### src/rtl/siso_pkg.sv
// Shared definitions for the SISO serial-lane family.
package siso_pkg;

    typedef enum logic [1:0] {
        IDLE  = 2'd0,
        SHIFT = 2'd1,
        GAP   = 2'd2
    } state_t;

    // Inter-word spacer length in cycles.
    localparam int GAP_LEN = 1;

endpackage

### src/rtl/siso_tx_sched_if.sv
// Handshake and serial-lane bundle between two requesters and the scheduler.
interface siso_tx_sched_if #(
    parameter int WIDTH = 8
);
    logic             req0_valid;
    logic [WIDTH-1:0] req0_data;
    logic             req0_ready;
    logic             req1_valid;
    logic [WIDTH-1:0] req1_data;
    logic             req1_ready;
    logic             sout;
    logic             sout_en;
    logic             owner;
    logic             busy;
    logic             done;

    modport master (
        output req0_valid, req0_data, req1_valid, req1_data,
        input  req0_ready, req1_ready, sout, sout_en, owner, busy, done
    );

    modport slave (
        input  req0_valid, req0_data, req1_valid, req1_data,
        output req0_ready, req1_ready, sout, sout_en, owner, busy, done
    );
endinterface

### src/rtl/siso_tx_sched_rr_arb2.sv
// Two-way round-robin arbiter; purely combinational, history kept by the parent.
module rr_arb2 (
    input  logic [1:0] i_valid,
    input  logic       i_last_owner,
    output logic [1:0] o_grant,
    output logic       o_grant_idx
);
    always_comb begin
        o_grant     = 2'b00;
        o_grant_idx = 1'b0;
        case (i_valid)
            2'b01: begin
                o_grant     = 2'b01;
                o_grant_idx = 1'b0;
            end
            2'b10: begin
                o_grant     = 2'b10;
                o_grant_idx = 1'b1;
            end
            2'b11: begin
                // On a tie the requester that did not go last wins.
                o_grant     = i_last_owner ? 2'b01 : 2'b10;
                o_grant_idx = ~i_last_owner;
            end
            default: begin
                o_grant     = 2'b00;
                o_grant_idx = 1'b0;
            end
        endcase
    end
endmodule

### src/rtl/siso_tx_sched.sv
// Shares one serial shift lane between two parallel-word requesters:
// round-robin accept, WIDTH-bit serialisation, then a one-cycle done spacer.
module siso_tx_sched
    import siso_pkg::*;
#(
    parameter int WIDTH     = 8,
    parameter bit MSB_FIRST = 1'b1
) (
    input  logic             clk,
    input  logic             rst,
    siso_tx_sched_if.slave   bus
);
    localparam int            CW       = (WIDTH > 1) ? $clog2(WIDTH) : 1;
    localparam logic [CW-1:0] LAST_BIT = CW'(WIDTH - 1);

    state_t           r_state;
    state_t           w_next;
    logic [WIDTH-1:0] r_shreg;
    logic [CW-1:0]    r_bitcnt;
    logic             r_owner;
    logic             r_last_owner;
    logic             r_busy;
    logic             r_done;

    logic [1:0]       w_grant;
    logic             w_grant_idx;
    logic             w_accept;
    logic             w_ready0;
    logic             w_ready1;
    logic [WIDTH-1:0] w_load;
    logic             w_out_bit;

    rr_arb2 u_arb (
        .i_valid      ({bus.req1_valid, bus.req0_valid}),
        .i_last_owner (r_last_owner),
        .o_grant      (w_grant),
        .o_grant_idx  (w_grant_idx)
    );

    always_comb begin
        w_next   = r_state;
        w_accept = 1'b0;
        w_ready0 = 1'b0;
        w_ready1 = 1'b0;
        case (r_state)
            IDLE: begin
                w_ready0 = w_grant[0];
                w_ready1 = w_grant[1];
                if (|w_grant) begin
                    w_accept = 1'b1;
                    w_next   = SHIFT;
                end
            end
            SHIFT: begin
                if (r_bitcnt == LAST_BIT) begin
                    w_next = GAP;
                end
            end
            GAP: begin
                w_next = IDLE;
            end
            default: begin
                w_next = IDLE;
            end
        endcase
    end

    always_ff @(posedge clk) begin
        if (rst) begin
            r_state <= IDLE;
        end else begin
            r_state <= w_next;
        end
    end

    assign w_load = w_grant_idx ? bus.req1_data : bus.req0_data;

    always_ff @(posedge clk) begin
        if (rst) begin
            r_shreg      <= '0;
            r_bitcnt     <= '0;
            r_owner      <= 1'b0;
            r_last_owner <= 1'b1;
            r_busy       <= 1'b0;
            r_done       <= 1'b0;
        end else begin
            // busy/done are registered copies of the upcoming state decode.
            r_busy <= (w_next != IDLE);
            r_done <= (w_next == GAP);
            if (w_accept) begin
                r_shreg      <= w_load;
                r_owner      <= w_grant_idx;
                r_last_owner <= w_grant_idx;
                r_bitcnt     <= '0;
            end else if (r_state == SHIFT) begin
                r_shreg <= MSB_FIRST ? (r_shreg << 1) : (r_shreg >> 1);
                if (r_bitcnt != LAST_BIT) begin
                    r_bitcnt <= r_bitcnt + CW'(1);
                end
            end
        end
    end

    assign w_out_bit = MSB_FIRST ? r_shreg[WIDTH-1] : r_shreg[0];

    assign bus.req0_ready = w_ready0;
    assign bus.req1_ready = w_ready1;
    assign bus.sout_en    = (r_state == SHIFT);
    assign bus.sout       = (r_state == SHIFT) & w_out_bit;
    assign bus.owner      = r_owner;
    assign bus.busy       = r_busy;
    assign bus.done       = r_done;

endmodule
### src/flat_wrapper.sv
// flat-port wrapper written by rule: the top's interface ports become plain ports
module siso_tx_sched_flat import siso_pkg::*;
#(
    parameter int WIDTH     = 8,
    parameter bit MSB_FIRST = 1'b1
)
  (clk, rst, bus_req0_valid, bus_req0_data, bus_req1_valid, bus_req1_data, bus_req0_ready, bus_req1_ready, bus_sout, bus_sout_en, bus_owner, bus_busy, bus_done);
  siso_tx_sched_if #(.WIDTH(WIDTH)) bus_i ();
  input  logic clk;
  input  logic rst;
  input wire logic [$bits(bus_i.req0_valid)-1:0] bus_req0_valid;
  input wire logic [$bits(bus_i.req0_data)-1:0] bus_req0_data;
  input wire logic [$bits(bus_i.req1_valid)-1:0] bus_req1_valid;
  input wire logic [$bits(bus_i.req1_data)-1:0] bus_req1_data;
  output wire logic [$bits(bus_i.req0_ready)-1:0] bus_req0_ready;
  output wire logic [$bits(bus_i.req1_ready)-1:0] bus_req1_ready;
  output wire logic [$bits(bus_i.sout)-1:0] bus_sout;
  output wire logic [$bits(bus_i.sout_en)-1:0] bus_sout_en;
  output wire logic [$bits(bus_i.owner)-1:0] bus_owner;
  output wire logic [$bits(bus_i.busy)-1:0] bus_busy;
  output wire logic [$bits(bus_i.done)-1:0] bus_done;
  assign bus_i.req0_valid = bus_req0_valid;
  assign bus_i.req0_data = bus_req0_data;
  assign bus_i.req1_valid = bus_req1_valid;
  assign bus_i.req1_data = bus_req1_data;
  assign bus_req0_ready = bus_i.req0_ready;
  assign bus_req1_ready = bus_i.req1_ready;
  assign bus_sout = bus_i.sout;
  assign bus_sout_en = bus_i.sout_en;
  assign bus_owner = bus_i.owner;
  assign bus_busy = bus_i.busy;
  assign bus_done = bus_i.done;
  siso_tx_sched #(.WIDTH(WIDTH), .MSB_FIRST(MSB_FIRST)) u_core (.clk(clk), .rst(rst), .bus(bus_i));
endmodule
### config.mk
export PLATFORM = sky130hd
export DESIGN_NAME = siso_tx_sched_flat
export DESIGN_NICKNAME = d
export VERILOG_FILES = /design/src/rtl/siso_pkg.sv /design/src/rtl/siso_tx_sched_if.sv /design/src/rtl/siso_tx_sched_rr_arb2.sv /design/src/rtl/siso_tx_sched.sv /design/src/flat_wrapper.sv
export SDC_FILE = /design/constraint.sdc
export NUM_CORES = 1
export LEC_CHECK = 0
export BUFFER_PORTS_ARGS = -buffer_cell sky130_fd_sc_hd__buf_2
export CORE_ASPECT_RATIO = 0.9
export CORE_MARGIN = 4
export CORE_UTILIZATION = 50
export CTS_CLUSTER_DIAMETER = 50
export CTS_CLUSTER_SIZE = 20
export DETAILED_ROUTE_END_ITERATION = 6
export GPL_TIMING_DRIVEN = 0
export PLACE_DENSITY_LB_ADDON = 0.2
export SLEW_MARGIN = 20
export SYNTH_ARGS = -nofsm -noshare
export SYNTH_HDL_FRONTEND = slang
export SYNTH_SLANG_ARGS = --single-unit
export TNS_END_PERCENT = 10
### constraint.sdc
create_clock -name clk -period 2 [get_ports clk]
set_input_delay 0.4 -clock clk [delete_from_list [all_inputs] [get_ports clk]]
set_output_delay 0.4 -clock clk [all_outputs]
set_load 0.05 [all_outputs]
Word level (Yosys, flattened, before mapping):

Cells that the tools add are included.

* bits in registers: 17

* reduce and logical (&&, ||, !) cells: 6
* add/subtract/negate cells: 1
* muxes and demuxes: 13
* eq/ne operators: 7
* bitwise operators: 2

Operators by type and width (number)
* two-way mux 8 bit: 3
* == test 2 bit, second input constant: 3
* two-way mux 2 bit: 3
* one-hot mux 2 bit (3 select lines): 1
* == test 2 x 1 -> 1 bit, second input constant: 2
* two-way mux 1 bit: 4
* one-hot mux 2 bit (2 select lines): 1
* nonzero test 2 bit: 2
* OR reduction 2 bit: 2
* adder 3 x 1 -> 3 bit, second input constant: 1
* == test 3 bit, second input constant: 1
* != test 3 bit, second input constant: 1
* logical NOT 2 bit: 1
* one-hot mux 1 bit (2 select lines): 1
* AND reduction 2 bit: 1
* AND 1 bit: 1
* inverter 1 bit: 1

Logic depth before layout (Yosys ltp):

Gate-level depths: netlist (run 1).

* depth after elaboration: 6
* gate-level depth with buffers: 5
* gate-level depth less buffers: 5

By module:

From an unflattened synthesis (run 1), not the netlist that was laid out.

* cells, all modules: 91
* area, all modules: 959.7 µm²

Modules (own cells, without submodules)
* siso_tx_sched: area each 933.4 µm², instances 1, cells each 87
* rr_arb2: area each 26.3 µm², instances 1, cells each 4

Worst setup path before layout (run 1):

No wires, ideal clock.

* path type: input-to-output
* from: in bus_req1_valid
* to: out bus_req0_ready
* setup slack: 148 ps
* arrival time: 1452 ps
* data required time: 1600 ps
* stages: 4
* path buffers: 1
* cell sequence: nor2b_1 -> nand2b_1 -> clkbuf_2 -> nor2_1

* cells in the longest elaborated chain, start to end: 3
* elaborated cells on any way between the ends: 5

RTL lines
* start: declaration: RTL line flat_wrapper.sv:13 `input wire logic [$bits(bus_i.req1_valid)-1:0] bus_req1_valid;`
* == test 2 bit or == test 2 x 1 -> 1 bit (tied branches): RTL line siso_tx_sched_rr_arb2.sv:11 `case (i_valid)`
* one-hot mux 2 bit (3 select lines) (*): RTL line siso_tx_sched_rr_arb2.sv:11
* two-way mux 1 bit (*): RTL line siso_tx_sched.sv:45 `case (r_state)`
* end: declaration: RTL line flat_wrapper.sv:15 `output wire logic [$bits(bus_i.req0_ready)-1:0] bus_req0_ready;`

Every way passes the cells marked *; elsewhere a longest branch is shown, timed or not.

Worst setup path in the final report (run 1):

* from: reg u_core.r_state[0]
* to: out bus_req0_ready

* cells in the longest elaborated chain, start to end: 2

RTL lines
* start: declaration: RTL line siso_tx_sched.sv:16 `state_t r_state;`
* start signal: assignment: RTL line siso_tx_sched.sv:72 `r_state <= w_next;`
* logical NOT 2 bit: RTL line siso_tx_sched.sv:45
* two-way mux 1 bit: RTL line siso_tx_sched.sv:45

Every way passes these cells.

==> flow_metrics.py, run 1 <==
metrics = {
    "routing": {
        "final_antenna_net_count": 0,
        "via_per_inst": 5.421,
        "finalWirelength_mm": 1.733,
        "num_vias": 759,
        "drc": 0,
        "dr.pass1.iters": 4,
        "drt_iter0_markers": 12,
        "wl_per_cell_um": 12.38,
    },
    "worst_setup_path": {
        "worstPathRequired_ps": 1600,
        "reg2reg_depth": 4,
        "end_kind": "output port",
        "r2r_start": "u_core.r_state[0]",
        "cp_max_fo": 10,
        "rrSetupSlack_ps": 650,
        "r2r-end": "u_core.r_shreg[5]",
        "crit_path_start_kind": "flip-flop",
        "arrival_ps": 1490,
        "crit_type": "flip-flop to output port",
    },
    "clocking": {
        "clkSinkCount": 17,
        "htree_levels": 1,
        "cts-buffers-inserted": 3,
        "clk_latency_ps": 280,
        "cts_hold_buffers": 0,
        "clockBufferDepth": 2,
        "clkTransAtPathRegs_ps": 90,
        "post-cts-setup-buffers": 0,
        "cts_resized": 0,
        "cts_tree": "done",
        "cts_root_buffer": "clkbuf_4",
    },
    "finish": {
        "num_antenna_cells": 0,
        "fillers": 137,
        "final-instance-count-excl-fill": 140,
        "nets": 141,
        "mostFrequentLayoutCell": "buf_2",
        "utilization": 0.6706,
        "area_growth_pct": 22.63,
        "drive_above_1_share": 0.3305,
        "layout_common_cells": "28 x buf_2, 17 x dfxtp_1, 9 x nand2b_1",
    },
    "synthesis": {
        "ys_warn_count": 0,
        "synth_cells": 88,
        "syn_area_um2": 818.3,
        "yosys.cell_types.count": 29,
        "avgSynthCellArea_um2": 9.299,
        "syn-num-nets": 110,
        "synth_seq_cells": 17,
        "seq_area_frac_synth": 0.4159,
    },
    "hold_path": {
        "hold_path_class": "input port to flip-flop",
        "hp-start": "rst",
        "hold_depth": 2,
        "min_to": "u_core.bus.busy",
    },
    "flow_run": {
        "maxCapViolCount": 0,
    },
    "sta": {
        "finClkSkew_ps": 2.812,
        "hold_viol_final": 0,
        "tightestPinTransition_ps": 432.5,
        "setup-violations-final": 0,
        "setup_tns_ps": 0,
        "max_slew_margin": 0.7116,
        "slew_viol_final": 0,
        "fmax_ghz": 0.5285,
        "min_period_over_period": 0.9461,
        "rsz0062_at_grt": "no",
        "period_needed_ps": 1892,
    },
    "floorplanning": {
        "die_h_um": 46.38,
        "core_area_mm2": 0.001496,
        "die_area_mm2": 0.002349,
        "rows": 13,
        "start_util": 0.5468,
        "ios": 27,
        "fp.dieW_um": 50.64,
    },
    "grt": {
        "grt_max_degree": 11,
        "grt_use_total": 0.1551,
        "grt_pass1_wl_mm": 2.753,
        "grt-ovfl-total": 0,
        "antenna_found_initial": 0,
        "grt_pass1_vias": 651,
    },
    "placed_design": {
        "portBuffers": 26,
        "dp_cells": 136,
        "place.detailed.hpwl_mm": 1.358,
        "gp_congestion": 0.7791,
    },
    "power": {
        "power.density_mw_per_mm2": 725.7,
        "leakage_nw": 0.4351,
        "ir_worst_vdd_uv": 484.7,
    },
    "outcome": {
        "outcome": "completed",
    },
}
routing by layer:
| metal | GRT usage | part of all wire |
|---|---|---|
| met1 | 0.1961 | 0.49 |
| met2 | 0.2630 | 0.42 |
| met3 | 0.02913 | 0.073 |
| met4 | 0.06452 | 0.016 |
| met5 | 0 | 0 |
area by class of cell:
cell class                      instances  area (µm²)  share of cell area
Multi-Input combinational cell         65       451.7              0.4501
Sequential cell                        17       340.3              0.3392
Timing Repair Buffer                   26       130.1              0.1297
Tap cell                               22       27.53             0.02743
Clock buffer                            3       22.52             0.02244
Buffer                                  4       18.77             0.01870
Inverter                                2       7.507            0.007481
Clock inverter                          1       5.005            0.004988
power breakdown:
group | internal, W | switching [W] | total (W) | leakage, nW
clock network | 0.0000742 | 0.000101 | 0.000176 | 0.0177
registers | 0.000366 | 0.0000138 | 0.000379 | 0.140
logic | 0.0000639 | 0.000109 | 0.000173 | 0.277
worst max-delay path by stage:
| stage | end | startpoint | slack [ps] | cells past startpoint |
|---|---|---|---|---|
| after detailed placement | bus_req0_ready | bus_req1_valid | 280 | 6 |
| after global routing | bus_req1_ready | u_core.r_state[0] | 20 | 4 |
| after CTS | bus_req0_ready | u_core.r_state[0] | 100 | 4 |
| final | bus_req0_ready | u_core.r_state[0] | 110 | 4 |
| after global placement | bus_req0_ready | bus_req1_valid | 300 | 6 |
| after floorplan | bus_req0_ready | bus_req1_valid | 150 | 4 |
cell usage after synthesis:
| library cell | instances | area, µm² |
|---|---|---|
| mux2i_1 | 2 | 20.02 |
| a221oi_1 | 6 | 52.55 |
| dfxtp_1 | 17 | 340.3 |
| a311oi_1 | 1 | 8.760 |
| or2_1 | 1 | 6.260 |
| buf_1 | 1 | 3.750 |
| nor2_2 | 1 | 6.260 |
| nand2_1 | 3 | 11.26 |
| a21oi_1 | 1 | 5.000 |
| a2bb2oi_1 | 1 | 8.760 |
| buf_2 | 2 | 10.01 |
| a221o_1 | 1 | 10.01 |
| nor3_1 | 4 | 20.02 |
| nor2_1 | 8 | 30.03 |
| clkbuf_2 | 1 | 5.000 |
| inv_1 | 2 | 7.510 |
| a221oi_2 | 1 | 15.01 |
| nor2_4 | 2 | 22.52 |
| nor3b_1 | 2 | 15.01 |
| nand3_1 | 1 | 5.000 |
| nor3_2 | 1 | 10.01 |
| o2bb2ai_1 | 7 | 61.31 |
| and2_1 | 1 | 6.260 |
| o21ai_0 | 7 | 35.03 |
| nor2b_1 | 1 | 6.260 |
| nand2b_1 | 9 | 56.30 |
| nand2_2 | 1 | 6.260 |
| xnor2_1 | 1 | 8.760 |
| ha_1 | 2 | 25.02 |
sequential cells by signal, indices dropped and copies added, names as in the netlist:
register	count
u_core.r_shreg	8
u_core.r_last_owner	1
u_core.r_bitcnt	3
u_core.bus.busy	1
u_core.r_state	2
u_core.bus.done	1
u_core.bus.owner	1
worst max-delay path: stages, from the launching register on:
cell     delay, ps
dfxtp_1        350
or2_1          270
buf_2          190
nor2_1         120
buf_2          270
stage by stage:
step	hold slack, ps	cell area, µm²	total power (W)	setup slack (ps)
3_5_place_dp	443.0	975.9	0.0005600	276.0
5_1_grt	348.1	1003	0.0007637	17.52
6_report	335.7	1003	0.0007282	107.7
4_1_cts	331.5	1003	0.0007350	100.7
3_3_place_gp	440.1	975.9	0.0005561	301.0
2_1_floorplan	424.2	818.3	0.0005100	148.1
cells by family after synthesis:
kind of cell / count (synthesis) / share of synthesized area
AOI/OAI and AO/OA: 25 / 0.2401
xor gates and xnor gates: 1 / 0.01071
adders and majority gates: 2 / 0.03058
buffers and inverters: 6 / 0.03210
DFF: 17 / 0.4159
muxes: 2 / 0.02447
and+or+nand+nor: 35 / 0.2462
No activity file was read; power rests on OpenSTA's default activity.
==> run 2: changes to the inputs <==
--- a/config.mk
+++ b/config.mk
@@ -14,6 +14,7 @@
 export DETAILED_ROUTE_END_ITERATION = 6
 export GPL_TIMING_DRIVEN = 0
 export PLACE_DENSITY_LB_ADDON = 0.2
+export SETUP_SLACK_MARGIN = 0.3
 export SLEW_MARGIN = 20
 export SYNTH_ARGS = -nofsm -noshare
 export SYNTH_HDL_FRONTEND = slang
==> flow_metrics.py, run 2 (synthesis gave the netlist of run 1 again) <==
metrics = {
    "outcome": {
        "outcome": "completed",
    },
    "worst_setup_path": {
        "crit_path_start_kind": "flip-flop",
        "arrival_ps": 1300,
        "cp_max_fo": 8,
        "end_kind": "output port",
        "worstPathRequired_ps": 1600,
        "crit_type": "flip-flop to output port",
    },
    "flow_run": {
        "maxCapViolCount": 0,
    },
    "power": {
        "clkPwrFrac": 0.250,
        "combinationalPowerShare": 0.265,
        "p_sw_w": 0.0002511,
        "swShare": 0.3222,
        "leakage_nw": 0.4727,
        "power.density_mw_per_mm2": 700.5,
        "p_int_w": 0.0005281,
        "ir_worst_vdd_uv": 618.5,
        "p_seq_frac": 0.485,
    },
    "clocking": {
        "htree_levels": 1,
        "cts-buffers-inserted": 3,
        "clk_latency_ps": 300,
        "cts_root_buffer": "clkbuf_4",
        "clockBufferDepth": 2,
        "cts_tree": "done",
        "clkTransAtPathRegs_ps": 100,
        "clkSinkCount": 17,
        "cts_hold_buffers": 0,
    },
    "floorplanning": {
        "ios": 27,
        "fp.dieW_um": 50.64,
        "rows": 13,
        "core_area_mm2": 0.001496,
        "die_h_um": 46.38,
        "start_util": 0.5468,
        "die_area_mm2": 0.002349,
    },
    "grt": {
        "grt_pass1_vias": 713,
        "antenna_found_initial": 0,
        "grt-ovfl-total": 0,
        "grt_pass1_wl_mm": 3.132,
        "grt_max_degree": 12,
        "grt_use_total": 0.1800,
    },
    "sta": {
        "tightestPinTransition_ps": 431.8,
        "rsz0062_at_grt": "yes",
        "max_slew_margin": 0.7121,
        "setup_tns_ps": 0,
        "hold_viol_final": 0,
        "finClkSkew_ps": 2.364,
        "period_needed_ps": 1695,
        "fmax_ghz": 0.5899,
        "setup-violations-final": 0,
        "min_period_over_period": 0.8476,
        "slew_viol_final": 0,
        "final.setup.worst_slack_ps": 304.8,
    },
    "finish": {
        "area_growth_pct": 35.93,
        "layout_common_cells": "24 x buf_2, 14 x dfxtp_1, 8 x nand2b_1",
        "largest_register_ffs": 8,
        "final-instance-count-excl-fill": 146,
        "largest_register": "u_core.r_shreg",
        "nets": 147,
        "multi_input_area_um2": 479.2,
        "fillers": 121,
        "ff_latch_area_um2": 346.6,
        "drive_above_1_share": 0.4274,
        "top_regs": "u_core.r_shreg x8, u_core.r_bitcnt x3, u_core.r_state x2",
        "mostFrequentLayoutCell": "buf_2",
        "num_antenna_cells": 0,
    },
    "routing": {
        "wl_per_cell_um": 12.77,
        "via_per_inst": 5.411,
        "drc": 0,
        "num_vias": 790,
        "finalWirelength_mm": 1.865,
        "dr.pass1.iters": 4,
        "final_antenna_net_count": 0,
        "drt_iter0_markers": 12,
    },
    "placed_design": {
        "gp_congestion": 0.7977,
        "dp_cells": 136,
        "portBuffers": 26,
        "place.detailed.hpwl_mm": 1.321,
        "place_ws_ps": 300.0,
    },
    "hold_path": {
        "hold_path_class": "input port to flip-flop",
    },
}
[run 2: worst max-delay path, stage by stage (launching register included)]
cell and delay, ps:
dfxtp_2 360, nor2b_2 50, nand2b_1 130, clkbuf_4 180
nor2_4 120, buf_6 160
[run 2: timing repair]
item | in CTS | in global routing
setup endpoints to repair | 3 | 3
gates resized for setup | 14 | 7
buffers inserted | 4 | 2
pin swaps | 0 | 3
[run 2: final timing paths]
path	from	endpoint	slack, ps	cells after the start
worst max-delay path	u_core.r_last_owner	bus_req0_ready	300	5
worst min-delay path	rst	u_core.bus.busy	310	2
worst max register to register	u_core.r_state[1]	u_core.r_shreg[7]	560	5
worst min register to register	u_core.r_shreg[4]	u_core.r_shreg[4]	470	1
[run 2: power groups by stage]
stage          sequential [W]  combinational [W]  clock, W
5_1_grt              0.000382           0.000224  0.000214
6_report             0.000378           0.000206  0.000195
3_5_place_dp         0.000387           0.000173         0
4_1_cts              0.000379           0.000196  0.000201
2_1_floorplan        0.000395           0.000116         0
3_3_place_gp         0.000386           0.000171         0
[run 2: stage by stage]
| stage | total power, W | hold slack (ps) | utilization | cell area (µm²) |
|---|---|---|---|---|
| after floorplan | 0.0005109 | 424.2 | - | 820.8 |
| after global placement | 0.0005571 | 439.7 | 0.6538 | 978.4 |
| after detailed placement | 0.0005595 | 442.8 | 0.6538 | 978.4 |
| after CTS | 0.0007757 | 308.6 | 0.7191 | 1076 |
| after global routing | 0.0008198 | 333.7 | 0.7433 | 1112 |
| final | 0.0007792 | 313.0 | 0.7433 | 1112 |
[run 2: area by class of cell]
type | instances | share of cell area
Buffer | 4 | 0.02475
Clock buffer | 3 | 0.02025
Clock inverter | 1 | 0.006749
Inverter | 2 | 0.006749
Multi-Input combinational cell | 65 | 0.4308
Sequential cell | 17 | 0.3116
Tap cell | 22 | 0.02475
Timing Repair Buffer | 32 | 0.1744
[run 2: routing by layer]
layer  part of all wire  track usage  vias to the layer above
met5                  0            0                        -
met4              0.011      0.06989                        0
met3              0.095      0.08091                        5
met2               0.45       0.2969                       27
met1               0.45       0.2070                      363
li1                   -            -                      395
